==> src/rtl/tdm_demux4.sv <==
// -----------------------------------------------------------------------------
// tdm_demux4 -- four-channel time-division demultiplexer
//
// A serial stream carries one bit per sampled slot. A frame starts with the
// slot-0 bit, marked by sync, and the next bits fill slots 1..3. When the
// last slot is accepted, the four bits are moved to the registered channel
// outputs together and frame_valid pulses for one cycle. Early syncs, missing
// syncs and mid-frame stalls longer than IDLE_TIMEOUT cycles drop the partial
// frame and pulse sync_err. A dropped frame never changes the outputs.
//
// Optional feature (macro TDM_DEMUX4_PARITY_EN):
//   When this macro is defined, the frame has a fifth slot (slot 4) that
//   carries even parity over a..d. On a parity mismatch the frame is dropped
//   and par_err pulses. When the macro is not defined, par_err is always 0.
//
// Parameters:
//   IDLE_TIMEOUT  number of clk cycles without en, mid-frame, that ends the
//                 frame (2..255)
//
// Ports:
//   clk          rising-edge clock
//   rst_n        asynchronous active-low reset
//   din          serial data, one slot per sampled bit
//   sync         frame marker, high on the slot-0 bit
//   en           sample strobe; din/sync are used only when en=1
//   a, b, c, d   registered channel outputs for slots 0..3
//   slot         index of the slot the next sampled bit will fill
//   frame_valid  one-cycle pulse in the cycle a..d show a new frame
//   sync_err     one-cycle pulse on a framing fault
//   par_err      one-cycle pulse on a parity fault
// -----------------------------------------------------------------------------
module tdm_demux4 #(
    parameter int IDLE_TIMEOUT = 16
) (
    input  logic       clk,
    input  logic       rst_n,
    input  logic       din,
    input  logic       sync,
    input  logic       en,
    output logic       a,
    output logic       b,
    output logic       c,
    output logic       d,
    output logic [2:0] slot,
    output logic       frame_valid,
    output logic       sync_err,
    output logic       par_err
);

`ifdef TDM_DEMUX4_PARITY_EN
    localparam logic [2:0] LAST_SLOT = 3'd4;
`else
    localparam logic [2:0] LAST_SLOT = 3'd3;
`endif
    // The shadow holds the slots that arrive before the last slot.
    localparam int SW = int'(LAST_SLOT);
    localparam logic [7:0] IDLE_LIMIT = 8'(IDLE_TIMEOUT - 1);

    typedef enum logic {HUNT, RECV} state_t;

    state_t          state_q, state_d;
    logic [2:0]      slot_d;
    logic [SW-1:0]   shadow_q, shadow_d;
    logic [7:0]      idle_q, idle_d;
    logic            armed_q;
    logic [3:0]      data_d;       // {a, b, c, d}
    logic [3:0]      frame_bits;   // complete frame if this edge accepts the last slot
    logic            fv_d, se_d, pe_d;
    logic            sample;

    // The sample qualifier stays low until the first clock edge after reset
    // has been released. Because of this, an en that arrives on that edge, or
    // earlier, is never used.
    assign sample = en & armed_q;

`ifdef TDM_DEMUX4_PARITY_EN
    logic parity_ok;
    assign frame_bits = {shadow_q[0], shadow_q[1], shadow_q[2], shadow_q[3]};
    assign parity_ok  = ~(^shadow_q ^ din);
`else
    assign frame_bits = {shadow_q[0], shadow_q[1], shadow_q[2], din};
`endif

    // NOTE: every signal driven here gets a default value first. Without
    // this, a path that skips an assignment would infer a latch.
    always_comb begin
        state_d  = state_q;
        slot_d   = slot;
        shadow_d = shadow_q;
        idle_d   = idle_q;
        data_d   = {a, b, c, d};
        fv_d     = 1'b0;
        se_d     = 1'b0;
        pe_d     = 1'b0;

        unique case (state_q)
            HUNT: begin
                idle_d = '0;
                slot_d = '0;
                if (sample && sync) begin
                    shadow_d[0] = din;
                    slot_d      = 3'd1;
                    state_d     = RECV;
                end
            end

            RECV: begin
                if (sample) begin
                    idle_d = '0;
                    if (slot == 3'd0) begin
                        if (sync) begin
                            shadow_d[0] = din;
                            slot_d      = 3'd1;
                        end else begin
                            se_d    = 1'b1;
                            slot_d  = '0;
                            state_d = HUNT;
                        end
                    end else if (sync) begin
                        // Early sync: drop the partial frame and treat this
                        // bit as the new slot 0. If the parity slot is bad as
                        // well, the parity fault is reported in place of the
                        // sync fault.
`ifdef TDM_DEMUX4_PARITY_EN
                        if (slot == LAST_SLOT && !parity_ok) pe_d = 1'b1;
                        else                                 se_d = 1'b1;
`else
                        se_d = 1'b1;
`endif
                        shadow_d[0] = din;
                        slot_d      = 3'd1;
                    end else if (slot == LAST_SLOT) begin
                        slot_d = '0;
`ifdef TDM_DEMUX4_PARITY_EN
                        if (parity_ok) begin
                            data_d = frame_bits;
                            fv_d   = 1'b1;
                        end else begin
                            pe_d = 1'b1;
                        end
`else
                        data_d = frame_bits;
                        fv_d   = 1'b1;
`endif
                    end else begin
                        for (int i = 1; i < SW; i++) begin
                            if (slot == 3'(i)) shadow_d[i] = din;
                        end
                        slot_d = slot + 3'd1;
                    end
                end else if (slot != 3'd0) begin
                    // The stall counter runs only while a frame is partly
                    // received.
                    if (idle_q == IDLE_LIMIT) begin
                        se_d    = 1'b1;
                        slot_d  = '0;
                        idle_d  = '0;
                        state_d = HUNT;
                    end else begin
                        idle_d = idle_q + 8'd1;
                    end
                end
            end

            default: state_d = HUNT;
        endcase
    end

    // NOTE: sequential state uses non-blocking assignments only, so that
    // every register samples the values from before the edge. The shadow
    // register is small, so it is reset with the rest of the state.
    always_ff @(posedge clk or negedge rst_n) begin
        if (!rst_n) begin
            state_q      <= HUNT;
            slot         <= '0;
            shadow_q     <= '0;
            idle_q       <= '0;
            armed_q      <= 1'b0;
            {a, b, c, d} <= 4'b0000;
            frame_valid  <= 1'b0;
            sync_err     <= 1'b0;
            par_err      <= 1'b0;
        end else begin
            state_q      <= state_d;
            slot         <= slot_d;
            shadow_q     <= shadow_d;
            idle_q       <= idle_d;
            armed_q      <= 1'b1;
            {a, b, c, d} <= data_d;
            frame_valid  <= fv_d;
            sync_err     <= se_d;
            par_err      <= pe_d;
        end
    end

endmodule

==> config.mk <==
export PLATFORM = sky130hd
export DESIGN_NAME = tdm_demux4
export DESIGN_NICKNAME = d
export VERILOG_FILES = /design/src/rtl/tdm_demux4.sv
export SDC_FILE = /design/constraint.sdc
export NUM_CORES = 1
export LEC_CHECK = 0
export CORE_ASPECT_RATIO = 0.75
export CORE_UTILIZATION = 30
export CTS_CLUSTER_DIAMETER = 150
export CTS_CLUSTER_SIZE = 20
export DETAILED_ROUTE_END_ITERATION = 10
export PLACE_DENSITY_LB_ADDON = 0.15
export SYNTH_ARGS = -nofsm -noshare
export SYNTH_HDL_FRONTEND = slang
export SYNTH_SLANG_ARGS = --single-unit
==> constraint.sdc <==
create_clock -name clk -period 2.4 [get_ports clk]
set_input_delay 0.36 -clock clk [delete_from_list [all_inputs] [get_ports clk]]
set_output_delay 0.36 -clock clk [all_outputs]
set_load 0.005 [all_outputs]
After elaboration in Yosys (flattened, before gate mapping)
Index checks and enable logic that the tools add are counted.
{ "totals": {"reg_bits": 22, "inputBits": 5, "wordCells": 72} }
{ "op_classes": {"n_addsub": 2, "n_eq_ne": 9, "mux": 35, "bitwise": 5, "n_reduce_logical": 8} }
{ "op_table": {"columns": ["op", "count"], "rows": [
  ["$mux 8", 3],
  ["$mux 1", 22],
  ["$mux 3", 6],
  ["$pmux 8 s2", 1],
  ["$reduce_and 6->1", 2],
  ["$add 8x1->8 const B", 1],
  ["$eq 8x4->1 const B", 1],
  ["$eq 3x2->1 const B", 2],
  ["$ne 3x1->1 const B", 2],
  ["$pmux 3 s2", 1],
  ["$reduce_and 5->1", 1],
  ["$ne 2x2->1 const B", 2],
  ["$not 1->1", 4],
  ["$pmux 1 s2", 2],
  ["$add 3x1->3 const B", 1],
  ["$eq 3x1->1 const B", 1],
  ["$logic_not 3->1", 1],
  ["$reduce_and 3->1", 1],
  ["$reduce_bool 3->1", 1],
  ["$ne 2x1->1 const B", 1],
  ["$reduce_and 2->1", 1],
  ["$and 1x1->1", 1],
  ["$logic_and 1x1->1", 1]
]} }

Longest topological paths before layout
{ "depth": {"word_depth": 6, "depth_mapped": 8} }

Worst setup path after synthesis
No wires, ideal clock.
{ "synth_timing": {"path_kind": "reg2reg", "start": "reg slot[0]", "end": "reg d", "setup_ns": 0.125, "t_arrival_ns": 1.846, "setup_slack_ns": 0.429, "stages_incl_launch_ff": 9, "synth_period_minus_slack_ns": 1.971, "cell_sequence": "dfrtp_1 inv_1 ha_1 or2b_1 buf_6 ha_1 nand2_1 nor4b_4 mux2_2"} }
{ "synth_between": {"elab_chain_len": 3} }
{ "synth_rtl": {"columns": ["element", "line", "text"], "rows": [
  ["start, declared", "44", "output logic [2:0] slot,"],
  ["start signal, assigned", "185", "slot <= slot_d;"],
  ["$logic_not 3->1", "110", "if (slot == 3'd0) begin"],
  ["$not 1->1 (no line)", null, null],
  ["$reduce_and 5->1 (no line) (*)", null, null],
  ["end signal, assigned", "189", "{a, b, c, d} <= data_d;"],
  ["end, declared", "43", "output logic d,"]
]} }
Mark *: on every way between the ends. The rest lies on a longest branch, timed or not.
A chain may end at the register's enable or synchronous reset.

Worst setup path after layout
Same ends and word-level chain as after synthesis.

==> flow_metrics.env <==
export IMPL_cts_hold_buffers=0
export IMPL_syn_num_nets=113
export IMPL_cts_tree="built"
export IMPL_synthToLayoutAreaGrowth_pct=21.0
export IMPL_cp_start_kind="flop"
export IMPL_grt_max_degree=23
export IMPL_die_h_um=55.5
export IMPL_gr_total_overflow=0
export IMPL_synth_simple_gate_area_share_pct=17.0
export IMPL_p_total_uw=723
export IMPL_yosysWarnings=0
export IMPL_setup_tns_ns=0
export IMPL_synth_most_common_cell="dfrtp_1"
export IMPL_drt_first_iter_violations=26
export IMPL_end_kind="flop"
export IMPL_design_area_um2=1390
export IMPL_post_cts_buffers=0
export IMPL_worst_slack_ns=0.337
export IMPL_routed_wl_um=2280
export IMPL_slew_violations=0
export IMPL_first_global_vias=811
export IMPL_reg2reg_depth=7
export IMPL_grt_pass1_wl_um=3970
export IMPL_reg2reg_setup_slack_ns=0.34
export IMPL_finalSetupViolCount=0
export IMPL_cap_violations=0
export IMPL_cts_buffer_depth=2
export IMPL_p_int_uw=538
export IMPL_dpl_instance_area_um2=1340
export IMPL_port_buffers=13
export IMPL_synthCells=101
export IMPL_synth_top_area_share_pct=48.1
export IMPL_die_area_um2=4070
export IMPL_power_frac_seq_pct=54.6
export IMPL_syn_avg_cell_area_um2=11.3
export IMPL_grtUsageTotal_pct=13.3
export IMPL_yosys_top_cells_count="dfrtp_1, nand2_1, mux2_2, ha_1, nor2_1"
export IMPL_place_ws_ns=0.322
export IMPL_start_util_pct=31.3
export IMPL_timing_rr_end="d$_DFFE_PN0P_"
export IMPL_synthAdderAreaFrac_pct=7.65
export IMPL_cp_data_arrival_time_ns=2.21
export IMPL_synth_xor_area_share_pct=3.06
export IMPL_outcome="complete, no violations"
export IMPL_ys_types=38
export IMPL_ys_seq_area_share_pct=48.1
export IMPL_critPathKind="flop to flop"
export IMPL_place_gp_congestion=0.740
export IMPL_syn_area_um2=1140
export IMPL_synth_compound_gate_area_share_pct=11.8
export IMPL_post_cts_resized=0
export IMPL_p_leak_uw=0.000599
export IMPL_multi_input_area_um2=561
export IMPL_nFillCells=379
export IMPL_hpwl_um=1700
export IMPL_clkTransAtPathRegs_ns=0.08
export IMPL_timing_final_crit_share_pct=86.0
export IMPL_antennaDiodeCount=0
export IMPL_cts_root_buf="clkbuf_8"
export IMPL_powerDensity_nw_per_um2=522
export IMPL_fmaxAchievable_mhz=485
export IMPL_num_rows=19
export IMPL_nets=132
export IMPL_swShare_pct=25.5
export IMPL_synth_top_family_by_area="simple AND/OR/NAND/NOR gates"
export IMPL_critical_path_required_ns=2.55
export IMPL_skew_ns=0.00616
export IMPL_final_min_clock_period_ns=2.06
export IMPL_firstDrtPassIters=4
export IMPL_vdd_drop_max_mv=0.307
export IMPL_hp_class="input port to async pin"
export IMPL_synth_edf_count=0
export IMPL_ys_flop_type="dfrtp_1"
export IMPL_io_pins=15
export IMPL_drive_above_1_share_pct=20.3
export IMPL_synth_area_top_cells="dfrtp_1, mux2_2, ha_1, nand2_1, nor4b_4"
export IMPL_cts_max_level=1
export IMPL_hold_viol=0
export IMPL_rsz0062_at_grt="no"
export IMPL_cts_sinks=22
export IMPL_viasPerCell=4.69
export IMPL_antenna_found_initial=0
export IMPL_cp_max_fo=4
export IMPL_synth_area_leader_cell="dfrtp_1"
export IMPL_r2r_start="slot[0]$_DFFE_PN0P_"
export IMPL_ant_nets=0
export IMPL_p_sw_uw=184
export IMPL_die_x_um=73.3
export IMPL_vias=798
export IMPL_register_area_um2=551
export IMPL_wire_per_inst_um=13.4
export IMPL_core_um2=3660
export IMPL_muxShareOfSynthArea_pct=8.74
export IMPL_clock_latency_ns=0.26
export IMPL_remaining_drc_errors=0
export IMPL_numCtsBuffers=3
export IMPL_async_flop_share_pct=100
export IMPL_pwr_share_comb_pct=13.7
export IMPL_clkPwrFrac_pct=31.7
export IMPL_synth_seq_cells=22
[final cells by class]
cell class              instances  area share (%)
multi-input cells              73            40.5
inverters                       4            1.08
flip-flops and latches         22            39.7
clock buffers                   3            2.98
repair buffers                 16            11.0
well taps                      52            4.70
[critical path, cell delays in order (launching register included)]
cell	delay, ns
dfrtp_1	0.41
inv_1	0.12
ha_1	0.26
or2b_1	0.19
ha_1	0.14
nand2_1	0.08
nor4b_4	0.38
mux2_2	0.38
[worst max path at each step]
stage / slack, ns / startpoint / endpoint / depth (start not counted)
2_1_floorplan: 0.43 / slot[0]$_DFFE_PN0P_ / d$_DFFE_PN0P_ / 8
6_report: 0.34 / slot[0]$_DFFE_PN0P_ / d$_DFFE_PN0P_ / 7
3_3_place_gp: 0.32 / sync / a$_DFFE_PN0P_ / 6
4_1_cts: 0.31 / slot[0]$_DFFE_PN0P_ / d$_DFFE_PN0P_ / 7
5_1_grt: 0.18 / slot[0]$_DFFE_PN0P_ / b$_DFFE_PN0P_ / 7
3_5_place_dp: 0.32 / sync / d$_DFFE_PN0P_ / 6
[metrics by stage]
step | hold slack (ns) | instances | utilization (%)
global route | 0.478 | 170 | 37.8
detailed placement | 0.490 | 167 | 36.7
finish | 0.445 | 170 | 37.8
global placement | 0.484 | 167 | 36.7
CTS | 0.461 | 170 | 37.8
floorplan | 0.0644 | 101 | -
[layout by cell type, fill, tap and decap left out, types with 2 or more instances in the layout]
cell / n
nand3_1: 4
nand2_1: 9
nor4_1: 2
buf_4: 3
o22ai_1: 2
and3_1: 2
ha_1: 7
mux2_2: 8
inv_1: 3
a21boi_0: 2
clkdlybuf4s50_1: 13
clkbuf_8: 3
nor2_1: 6
o21ai_0: 2
conb_1: 2
xor2_1: 2
xnor2_1: 2
dfrtp_1: 22
a21oi_1: 4
[state kept, by name, summed over array words and instances (netlist names)]
name / flops
shadow_q: 3
c: 1
idle_q: 8
state_q: 1
b: 1
sync_err: 1
a: 1
d: 1
armed_q: 1
slot: 3
frame_valid: 1
[power groups by stage]
stage | registers, µW | logic [µW] | clock network (µW)
after floorplan | 399 | 61.4 | 0
after global placement | 401 | 100 | 0
after detailed placement | 401 | 100 | 0
after CTS | 394 | 101 | 241
after global routing | 396 | 112 | 252
final | 394 | 99.1 | 229
[metal layers]
metal	track usage, %	share of wire (%)	vias up
met5	0	0	-
met4	4.95	1.5	0
met3	4.56	4.0	4
met2	18.1	41	15
met1	19.2	54	390
li1	-	-	389
[cell families (layout without fill, tap and decap cells)]
| logic type | after synthesis | count (layout) |
|---|---|---|
| buffers and inverters | 6 | 23 |
| adders and majority gates | 7 | 7 |
| muxes | 9 | 9 |
| DFF | 22 | 22 |
| xor gates and xnor gates | 4 | 4 |
| AOI/OAI and AO/OA | 19 | 19 |
| and+or+nand+nor | 32 | 32 |
| other | 2 | 2 |
Note: power is estimated with default switching activity, not from simulation.
